--- config.mk ---
export PLATFORM = sky130hd
export DESIGN_NAME = mul_result_collector_flat
export DESIGN_NICKNAME = d
export VERILOG_FILES = /design/src/rtl/mul_result_collector_if.sv /design/src/rtl/mul_result_collector.sv /design/src/flat_wrapper.sv
export SDC_FILE = /design/constraint.sdc
export NUM_CORES = 2
export LEC_CHECK = 0
export CAP_MARGIN = 15
export CORE_MARGIN = 3
export CORE_UTILIZATION = 55
export DETAILED_ROUTE_END_ITERATION = 12
export PLACE_DENSITY = 0.74
export SYNTH_ARGS = -nofsm -noshare
export SYNTH_HDL_FRONTEND = slang
export SYNTH_SLANG_ARGS = --single-unit
--- constraint.sdc ---
create_clock -name clk -period 21.1 [get_ports clk]
set_input_delay 2.11 -clock clk [delete_from_list [all_inputs] [get_ports clk]]
set_output_delay 2.11 -clock clk [all_outputs]
set_load 0.005 [all_outputs]
--- src/rtl/mul_result_collector_if.sv ---
// -----------------------------------------------------------------------------
// mul_result_collector_if
// Bundles the two streaming paths of the multiplier result collector:
//   - sample path : in_valid, in_a, in_b, in_d. There is no backpressure.
//   - record path : out_valid/out_ready handshake, plus the out_a, out_b and
//                   out_d fields of the mismatch record.
// Modports:
//   master : the environment side. It drives samples and consumes records.
//   slave  : the collector side. It consumes samples and produces records.
// -----------------------------------------------------------------------------
interface mul_result_collector_if #(
  parameter int DATA_PATH_BITWIDTH = 32
);
  logic                          in_valid;
  logic [DATA_PATH_BITWIDTH-1:0] in_a;
  logic [DATA_PATH_BITWIDTH-1:0] in_b;
  logic [DATA_PATH_BITWIDTH-1:0] in_d;

  logic                          out_valid;
  logic                          out_ready;
  logic [DATA_PATH_BITWIDTH-1:0] out_a;
  logic [DATA_PATH_BITWIDTH-1:0] out_b;
  logic [DATA_PATH_BITWIDTH-1:0] out_d;

  modport master (
    output in_valid, in_a, in_b, in_d, out_ready,
    input  out_valid, out_a, out_b, out_d
  );

  modport slave (
    input  in_valid, in_a, in_b, in_d, out_ready,
    output out_valid, out_a, out_b, out_d
  );
endinterface

--- src/rtl/mul_result_collector.sv ---
// -----------------------------------------------------------------------------
// mul_result_collector
// Checks the results of a multiplier under test. Every valid sample {a, b, d}
// is compared against a reference product. Any sample whose absolute error
// exceeds err_thresh is queued as a mismatch record for readout.
//
// Pipeline:
//   Stage 1 : registers a, b, d and the reference product exp. The reference
//             product uses the low OP_BITWIDTH bits of each operand,
//             sign-extended.
//   Stage 2 : computes |d - exp|. It then updates the counters and pushes
//             the mismatch record into the FIFO.
//
// Ports:
//   clk          : clock; all state changes on its rising edge
//   rst          : asynchronous reset, active low
//   clr          : synchronous clear of counters, FIFO, pipeline and flags
//   bus          : sample input and mismatch-record output (slave modport)
//   err_thresh   : unsigned absolute-error tolerance, sampled in stage 2
//   sample_cnt   : saturating count of samples that completed stage 2
//   mismatch_cnt : saturating count of mismatches
//   max_err      : largest |d - exp| seen since reset or clr
//                  (present only when COLLECT_MAX_ERR_EN is defined)
//   overflow     : sticky flag; set when a record is dropped because the
//                  FIFO was full
//
// Optional feature macro: COLLECT_MAX_ERR_EN
// -----------------------------------------------------------------------------
module mul_result_collector #(
  parameter int OP_BITWIDTH        = 32,
  parameter int DATA_PATH_BITWIDTH = 32,
  parameter int FIFO_DEPTH         = 8
) (
  input  logic                          clk,
  input  logic                          rst,
  input  logic                          clr,
  mul_result_collector_if.slave         bus,
  input  logic [DATA_PATH_BITWIDTH-1:0] err_thresh,
  output logic [15:0]                   sample_cnt,
  output logic [15:0]                   mismatch_cnt,
`ifdef COLLECT_MAX_ERR_EN
  output logic [DATA_PATH_BITWIDTH-1:0] max_err,
`endif
  output logic                          overflow
);

  localparam int DW = DATA_PATH_BITWIDTH;
  localparam int AW = $clog2(FIFO_DEPTH);

  typedef struct packed {
    logic [DW-1:0] a;
    logic [DW-1:0] b;
    logic [DW-1:0] d;
  } record_t;

  // ---------------------------------------------------------------------------
  // Stage 1: reference product
  // ---------------------------------------------------------------------------
  logic signed [OP_BITWIDTH-1:0] a_op, b_op;
  logic signed [DW-1:0]          a_ext, b_ext;
  logic [DW-1:0]                 exp_d;

  assign a_op  = bus.in_a[OP_BITWIDTH-1:0];
  assign b_op  = bus.in_b[OP_BITWIDTH-1:0];
  // Size-casting a signed value to a wider width sign-extends it.
  assign a_ext = DW'(a_op);
  assign b_ext = DW'(b_op);
  // The low DW bits of the product do not depend on signedness.
  assign exp_d = a_ext * b_ext;

  logic          s1_valid_q;
  logic [DW-1:0] s1_a_q, s1_b_q, s1_d_q, s1_exp_q;

  // NOTE: only control state (the valid bits, pointers, counters and flags)
  // is reset. Datapath registers and the record storage are qualified by
  // valid bits or pointers, so they carry no reset.
  always_ff @(posedge clk) begin
    if (bus.in_valid) begin
      s1_a_q   <= bus.in_a;
      s1_b_q   <= bus.in_b;
      s1_d_q   <= bus.in_d;
      s1_exp_q <= exp_d;
    end
  end

  // NOTE: sequential state is always updated with non-blocking assignments,
  // so every flop samples the values that were present before the edge.
  always_ff @(posedge clk or negedge rst) begin
    if (!rst) s1_valid_q <= 1'b0;
    else      s1_valid_q <= bus.in_valid & ~clr;
  end

  // ---------------------------------------------------------------------------
  // Stage 2: error magnitude and mismatch decision
  // ---------------------------------------------------------------------------
  logic [DW:0] diff, abs_diff;
  logic        mismatch;

  // Both values are sign-extended by one bit, so the difference cannot wrap.
  assign diff     = {s1_d_q[DW-1], s1_d_q} - {s1_exp_q[DW-1], s1_exp_q};
  assign abs_diff = diff[DW] ? (~diff + (DW+1)'(1)) : diff;
  assign mismatch = abs_diff > {1'b0, err_thresh};

  // ---------------------------------------------------------------------------
  // Counters, FIFO pointers and overflow flag
  // ---------------------------------------------------------------------------
  logic [15:0] sample_cnt_q, sample_cnt_d;
  logic [15:0] mismatch_cnt_q, mismatch_cnt_d;
  logic [AW:0] wptr_q, wptr_d, rptr_q, rptr_d;
  logic        overflow_q, overflow_d;
  logic        empty, full, pop, push;

  // The extra pointer bit tells full (MSBs differ) from empty (all bits equal).
  assign empty = (wptr_q == rptr_q);
  assign full  = (wptr_q[AW] != rptr_q[AW]) && (wptr_q[AW-1:0] == rptr_q[AW-1:0]);
  assign pop   = ~empty & bus.out_ready;

  // NOTE: every variable gets its default first, so no path can leave one
  // unassigned and infer a latch.
  always_comb begin
    sample_cnt_d   = sample_cnt_q;
    mismatch_cnt_d = mismatch_cnt_q;
    wptr_d         = wptr_q;
    rptr_d         = rptr_q;
    overflow_d     = overflow_q;
    push           = 1'b0;
    if (clr) begin
      sample_cnt_d   = '0;
      mismatch_cnt_d = '0;
      wptr_d         = '0;
      rptr_d         = '0;
      overflow_d     = 1'b0;
    end else begin
      if (s1_valid_q) begin
        if (sample_cnt_q != 16'hFFFF) sample_cnt_d = sample_cnt_q + 16'd1;
        if (mismatch) begin
          if (mismatch_cnt_q != 16'hFFFF) mismatch_cnt_d = mismatch_cnt_q + 16'd1;
          // A pop in the same cycle frees the slot that is written.
          if (!full || pop) push = 1'b1;
          else              overflow_d = 1'b1;
        end
      end
      if (push) wptr_d = wptr_q + (AW+1)'(1);
      if (pop)  rptr_d = rptr_q + (AW+1)'(1);
    end
  end

  always_ff @(posedge clk or negedge rst) begin
    if (!rst) begin
      sample_cnt_q   <= '0;
      mismatch_cnt_q <= '0;
      wptr_q         <= '0;
      rptr_q         <= '0;
      overflow_q     <= 1'b0;
    end else begin
      sample_cnt_q   <= sample_cnt_d;
      mismatch_cnt_q <= mismatch_cnt_d;
      wptr_q         <= wptr_d;
      rptr_q         <= rptr_d;
      overflow_q     <= overflow_d;
    end
  end

  // ---------------------------------------------------------------------------
  // Record storage
  // ---------------------------------------------------------------------------
  record_t mem [FIFO_DEPTH];
  record_t head;

  always_ff @(posedge clk) begin
    if (push) mem[wptr_q[AW-1:0]] <= '{a: s1_a_q, b: s1_b_q, d: s1_d_q};
  end

  assign head = mem[rptr_q[AW-1:0]];

  // The fields are forced to zero while the FIFO is empty. As a result they
  // read 0 during reset without resetting the storage itself.
  assign bus.out_valid = ~empty;
  assign bus.out_a     = empty ? '0 : head.a;
  assign bus.out_b     = empty ? '0 : head.b;
  assign bus.out_d     = empty ? '0 : head.d;

  assign sample_cnt   = sample_cnt_q;
  assign mismatch_cnt = mismatch_cnt_q;
  assign overflow     = overflow_q;

`ifdef COLLECT_MAX_ERR_EN
  // ---------------------------------------------------------------------------
  // Peak absolute error. It tracks every sample, matched or not.
  // ---------------------------------------------------------------------------
  logic [DW-1:0] max_err_q, max_err_d;

  always_comb begin
    max_err_d = max_err_q;
    if (clr)                                               max_err_d = '0;
    else if (s1_valid_q && abs_diff[DW-1:0] > max_err_q)   max_err_d = abs_diff[DW-1:0];
  end

  always_ff @(posedge clk or negedge rst) begin
    if (!rst) max_err_q <= '0;
    else      max_err_q <= max_err_d;
  end

  assign max_err = max_err_q;
`endif

endmodule

--- src/flat_wrapper.sv ---
// flat-port wrapper written by rule: the top's interface ports become plain ports
module mul_result_collector_flat 
#(
  parameter int OP_BITWIDTH        = 32,
  parameter int DATA_PATH_BITWIDTH = 32,
  parameter int FIFO_DEPTH         = 8
)
  (clk, rst, clr, err_thresh, sample_cnt, mismatch_cnt, overflow, bus_in_valid, bus_in_a, bus_in_b, bus_in_d, bus_out_ready, bus_out_valid, bus_out_a, bus_out_b, bus_out_d);
  mul_result_collector_if #(.DATA_PATH_BITWIDTH(DATA_PATH_BITWIDTH)) bus_i ();
  input  logic clk;
  input  logic rst;
  input  logic clr;
  input  logic [DATA_PATH_BITWIDTH-1:0] err_thresh;
  output logic [15:0] sample_cnt;
  output logic [15:0] mismatch_cnt;
  output logic overflow;
  input wire logic [$bits(bus_i.in_valid)-1:0] bus_in_valid;
  input wire logic [$bits(bus_i.in_a)-1:0] bus_in_a;
  input wire logic [$bits(bus_i.in_b)-1:0] bus_in_b;
  input wire logic [$bits(bus_i.in_d)-1:0] bus_in_d;
  input wire logic [$bits(bus_i.out_ready)-1:0] bus_out_ready;
  output wire logic [$bits(bus_i.out_valid)-1:0] bus_out_valid;
  output wire logic [$bits(bus_i.out_a)-1:0] bus_out_a;
  output wire logic [$bits(bus_i.out_b)-1:0] bus_out_b;
  output wire logic [$bits(bus_i.out_d)-1:0] bus_out_d;
  assign bus_i.in_valid = bus_in_valid;
  assign bus_i.in_a = bus_in_a;
  assign bus_i.in_b = bus_in_b;
  assign bus_i.in_d = bus_in_d;
  assign bus_i.out_ready = bus_out_ready;
  assign bus_out_valid = bus_i.out_valid;
  assign bus_out_a = bus_i.out_a;
  assign bus_out_b = bus_i.out_b;
  assign bus_out_d = bus_i.out_d;
  mul_result_collector #(.OP_BITWIDTH(OP_BITWIDTH), .DATA_PATH_BITWIDTH(DATA_PATH_BITWIDTH), .FIFO_DEPTH(FIFO_DEPTH)) u_core (.clk(clk), .rst(rst), .clr(clr), .bus(bus_i), .err_thresh(err_thresh), .sample_cnt(sample_cnt), .mismatch_cnt(mismatch_cnt), .overflow(overflow));
endmodule
-- Word level (Yosys, flattened, before mapping)
Memory sizes are Yosys's and may differ from the RTL's.
Index checks and enable logic that the tools add are counted.
- memories kept: 1
- register bits after elaboration: 170
- bits in writable memories: 768
- input port bits: 133
- multiplexer cells: 26
- $lt $le $gt $ge: 1
- multiply operators: 1
- reduce and logical (&&, ||, !) cells: 12
- eq/ne operators: 6
- add/sub/neg operators: 6
- bitwise logic cells: 5
- memories (memory ; words ; bits a word ; read ports ; clocked after memory_dff ; write ports ; line ; source):
    u_core.mem ; 8 ; 96 ; 1 ; 0 ; 1 ; mul_result_collector.sv:167 ; record_t mem [FIFO_DEPTH];
- operators by type and width (kind ; count):
    $mux 16 ; 7
    $mux 32 ; 3
    $add 33x1->33 const B ; 1
    $gt 33x32->1 ; 1
    $mux 33 ; 1
    $not 33->33 ; 1
    $sub 32x32->33 ; 1
    $add 16x1->16 const B ; 2
    $mul 32x32->32 ; 1
    $ne 16x16->1 const B ; 2
    $mux 4 ; 4
    $reduce_bool 2->1 ; 6
    $mux 1 ; 11
    $add 4x1->4 const B ; 2
    $reduce_and 3->1 ; 2
    $eq 4x4->1 ; 1
    $eq 3x3->1 ; 1
    $and 1x1->1 ; 2
    $ne 2x2->1 const B ; 1
    $not 1->1 ; 2
    $reduce_and 2->1 ; 1
    $logic_and 1x1->1 ; 1
    $logic_not 1->1 ; 1
    $logic_or 1x1->1 ; 1
    $ne 1x1->1 ; 1

-- Logic depth before layout (Yosys ltp)
- depth after elaboration: 11
- depth in mapped cells: 28
- gate-level depth less buffers: 27

-- Least setup slack after synthesis
OpenSTA, ideal clock, no wires.
- kind: reg-to-reg
- start point: register u_core.s1_d_q[14]
- end point: memory u_core.mem[0][0] in the netlist's numbering (enable)
- setup slack: 5.285 ns
- arrival: 14.995 ns
- period minus slack after synthesis: 15.815 ns
- setup time: 0.820 ns
- cell stages (with the launch flop): 22
- cell sequence: edfxtp_1 > ha_1 > buf_2 > a21o_1 > a221o_1 > a221o_1 > a21o_1 > xor2_1 > nand2b_4 > or4_1 > or3_1 > or2_2 > o31ai_1 > xnor2_1 > ha_1 > nand4_1 > nor3_1 > o21ai_0 > a21o_1 > o41ai_4 > nand2_1 > nor4b_1
- longest elaborated chain between the ends: 11
- ends and longest elaborated chain (item ; line ; source):
    start: declaration ; mul_result_collector.sv:72 ; logic [DW-1:0] s1_a_q, s1_b_q, s1_d_q, s1_exp_q;
    start signal: assignment ; mul_result_collector.sv:81 ; s1_d_q <= bus.in_d;
    $sub 32x32->33 (*) ; mul_result_collector.sv:100 ; assign diff = {s1_d_q[DW-1], s1_d_q} - {s1_exp_q[DW-1], s1_exp_q};
    $not 33->33 ; mul_result_collector.sv:101 ; assign abs_diff = diff[DW] ? (~diff + (DW+1)'(1)) : diff;
    $add 33x1->33 ; mul_result_collector.sv:101 ;
    $mux 33 (*) ; mul_result_collector.sv:101 ;
    $gt 33x32->1 (*) ; mul_result_collector.sv:102 ; assign mismatch = abs_diff > {1'b0, err_thresh};
    $mux 1 (*) ; mul_result_collector.sv:136 ; if (mismatch) begin
    $mux 1 (*) ; mul_result_collector.sv:134 ; if (s1_valid_q) begin
    $mux 1 (*) (2 in a row) ; mul_result_collector.sv:127 ; if (clr) begin
    $mux 1 (*) ; mul_result_collector.sv:171 ; if (push) mem[wptr_q[AW-1:0]] <= '{a: s1_a_q, b: s1_b_q, d: s1_d_q};
    $mux 1 (implied by the code) (*) ; mul_result_collector.sv:171 ;
    end: declaration ; mul_result_collector.sv:167 ;
Mark *: on every way between the ends. The rest lies on a longest branch, timed or not. The select of a mux whose other input is x is not followed.

-- Final worst setup path
- start point: input bus_in_b[11]
- end point: register u_core.s1_exp_q[31], data pin
- longest elaborated chain between the ends: 1
- ends and longest elaborated chain (item ; line ; source):
    start: declaration ; flat_wrapper.sv:19 ; input wire logic [$bits(bus_i.in_b)-1:0] bus_in_b;
    $mul 32x32->32 ; mul_result_collector.sv:69 ; assign exp_d = a_ext * b_ext;
    net u_core.exp_d[31] ; mul_result_collector.sv:61 ; logic [DW-1:0] exp_d;
    end signal: assignment ; mul_result_collector.sv:82 ; s1_exp_q <= exp_d;
    end: declaration ; mul_result_collector.sv:72 ;
The timed path passes the listed nets, and every way through them passes these cells.
A chain may end at the register's enable or synchronous reset.

==> impl_metrics.py <==
metrics = {
    "critical_path": {
        "crit_path_max_incr_delay_ps": 1030,
        "arrival_ps": 9730,
        "crit_slowest_cell": "clkdlybuf4s50_1",
        "cp_top_family": "adder cells",
        "path_max_fanout": 22,
        "cpMostUsedCell": "fa_1",
        "cp_num_buf_inv": 5,
        "cp-end-kind": "flop",
        "worstPathRequired_ps": 21490,
        "startpoint_type": "input pin",
        "crit_type": "in -> reg",
    },
    "synthesis": {
        "synth_nets": 4650,
        "yosys_warnings": 0,
        "synth_top_family_by_area": "adder cells",
        "synth_fa_ha_area_share_pct": 20.02,
        "synth_top_area_cell": "edfxtp_1",
        "synthFlopType": "edfxtp_1",
        "synth_compound_area_share_pct": 3.215,
        "yosys.area_share.simple_pct": 8.473,
        "yosysUniqueCellTypes": 68,
        "synth_area_leaders": "edfxtp_1, fa_1, mux4_2",
        "avgSynthCellArea_sq_um": 14.04,
        "synth-seq-cells": 938,
        "muxShareOfSynthArea_pct": 9.841,
        "syn_area_sq_um": 54600,
        "yosysTopAreaCellShare_pct": 49.28,
        "synthXorXnorAreaFrac_pct": 2.519,
        "synth_cells": 3889,
        "synth-seq-area-share_pct": 51.21,
        "synth-edff-count": 896,
        "async_flop_share_pct": 4.478,
    },
    "timing": {
        "fin_crit_sh_pct": 44.28,
        "tightest_slew_ps": 1148,
        "fmax_mhz": 107.0,
        "relSlewSlack_pct": 23.22,
        "setup_violations": 0,
        "finClkSkew_ps": 22.68,
        "hold_ws_ps": 522.4,
        "period_needed_ps": 9342,
        "rsz0062_at_grt": "no",
        "final_hold_viol_count": 0,
        "slew_violations": 0,
        "tns_ps": 0,
    },
    "drt": {
        "ant_nets": 0,
        "drtPass1Iterations": 7,
        "vias": 32134,
        "drt-initial-drc-count": 3178,
        "wire_per_inst_microns": 24.29,
        "drc_errors": 0,
        "viasPerCell": 5.855,
        "routed_wl_microns": 133300,
    },
    "placed_design": {
        "routabilityCongestion": 0.9022,
        "place.detailed.hpwl_microns": 86870,
        "port-buffer-count": 262,
    },
    "outcome": {
        "status": "finished clean",
    },
    "finish": {
        "seq_area_sq_um": 27970,
        "drive_above_1_share_pct": 10.12,
        "final_nets": 4896,
        "final_cell_mix": "edfxtp_1, inv_1, fa_1",
        "fill_cells": 7118,
        "multi_input_area_sq_um": 24110,
        "layout_commonest_cell": "edfxtp_1",
        "synthToLayoutAreaGrowth_pct": 13.10,
    },
    "flow_run": {
        "maxCapViolCount": 0,
    },
    "min_path": {
        "hold_path_class": "reg -> reg",
    },
    "grt": {
        "grt_pass1_wl_microns": 205800,
        "grt_pass1_vias": 33810,
        "grt-ovfl-total": 0,
        "antenna_found_initial": 7,
        "grt.total_usage_pct": 26.47,
        "grt_max_degree": 97,
    },
    "floorplan": {
        "start_util_pct": 55.96,
        "core_sq_um": 97560,
        "dieHeight_microns": 321.1,
        "die_area_sq_um": 103100,
        "rows": 114,
        "die_w_microns": 321.1,
        "ios": 263,
    },
    "clock_tree": {
        "cts_setup_buffers": 0,
        "clk_latency_ps": 660,
        "clock_sinks": 938,
        "ctsHtreeMaxLevel": 3,
        "cts-buffers-inserted": 90,
        "cts_tree": "yes",
        "ctsResizeCount": 0,
        "cts_hold_buf": 0,
        "root_buffer": "clkbuf_16",
        "cts_buffer_depth": 3,
        "clkTransAtPathRegs_ps": 60,
    },
}
-- worst paths after layout --
check	slack, ps	to	from	cells after the start
worst min-delay path	520	u_core.overflow	u_core.overflow	1
worst max-delay path	11760	u_core.s1_exp_q[31]	bus_in_b[11]	25
min in group asynchronous	1600	u_core.sample_cnt[2]	rst	1
worst min register to register	520	u_core.overflow	u_core.overflow	1
worst max register to register	12480	u_core.mem[4][62]	u_core.s1_d_q[0]	24
max in group asynchronous	18790	u_core.rptr_q[2]	rst	1
-- cell usage after synthesis (8+ instances only) --
| cell | count |
|---|---|
| a21o_1 | 34 |
| a21oi_1 | 73 |
| a31oi_1 | 9 |
| and2_1 | 300 |
| and3_1 | 14 |
| buf_1 | 30 |
| clkbuf_1 | 139 |
| dfrtp_1 | 42 |
| edfxtp_1 | 896 |
| fa_1 | 409 |
| ha_1 | 219 |
| inv_1 | 515 |
| mux2i_1 | 98 |
| mux4_2 | 192 |
| nand2_1 | 297 |
| nand2b_1 | 12 |
| nand3_1 | 25 |
| nand4_1 | 19 |
| nor2_1 | 163 |
| nor2b_1 | 14 |
| nor3_1 | 16 |
| nor4_1 | 11 |
| o21a_1 | 18 |
| o21ai_0 | 43 |
| o31ai_1 | 15 |
| or2_2 | 8 |
| or3_1 | 15 |
| or4_1 | 10 |
| xnor2_1 | 116 |
| xor2_1 | 41 |
-- state kept, by name, summed over array words and instances (netlist names) --
signal               cells
u_core.mem             768
u_core.s1_a_q           32
u_core.s1_b_q           32
u_core.s1_d_q           32
u_core.s1_exp_q         32
u_core.mismatch_cnt     16
u_core.sample_cnt       16
u_core.rptr_q            4
u_core.wptr_q            4
u_core.overflow          1
u_core.s1_valid_q        1
-- per-stage QoR --
| step | setup WS, ps | util [%] | std cells | area, sq um |
|---|---|---|---|---|
| final | 11760 | 63.29 | 5488 | 61750 |
| after global routing | 11440 | 63.29 | 5487 | 61740 |
| after CTS | 11500 | 63.23 | 5481 | 61690 |
| after detailed placement | 10810 | 60.17 | 5316 | 58700 |
| after global placement | 10960 | 60.17 | 5316 | 58700 |
| after floorplan | 5285 | - | 3889 | 54600 |
-- layer usage --
| metal | vias to the layer above | GRT usage, % | routed length [microns] |
|---|---|---|---|
| met4 | 0 | 7.346 | 3558 |
| met1 | 16598 | 36.49 | 54240 |
| met5 | - | 0 | 0 |
| li1 | 14016 | - | - |
| met2 | 1316 | 44.34 | 65460 |
| met3 | 204 | 4.191 | 10070 |
-- worst register-to-register path, cell delays in order (launching register included) --
cell	delay (ps)
edfxtp_1	480
inv_1	120
ha_1	210
fa_1	400
nor2b_1	170
o31a_1	220
o22ai_1	120
xor2_1	420
o21ai_0	360
nor4_2	490
nand4_1	300
or3_1	420
or2_2	320
o31ai_1	300
xnor2_1	130
ha_1	300
nand4_1	170
nor3_1	360
o21ai_0	170
a21o_1	240
o41ai_4	140
nand2_1	450
nor4_2	300
buf_4	590
buf_4	920
-- area by class of cell --
type	count	area share, %
multi-input cells	2264	39.05
repair buffers	326	5.092
well taps	1276	2.586
clock inverters	61	1.066
clock buffers	104	3.767
flip-flops and latches	938	45.29
inverters	515	3.131
diodes	4	0.01621
-- cells by family after synthesis --
| family | after synthesis |
|---|---|
| muxes | 296 |
| buffers and inverters | 687 |
| and+or+nand+nor | 922 |
| AOI/OAI and AO/OA | 261 |
| adders and majority gates | 628 |
| xor gates and xnor gates | 157 |
| DFF | 938 |
Power is left out: the tool's default activity adds up to more than one toggle a clock period on the data nets, which glitch-free logic cannot reach.
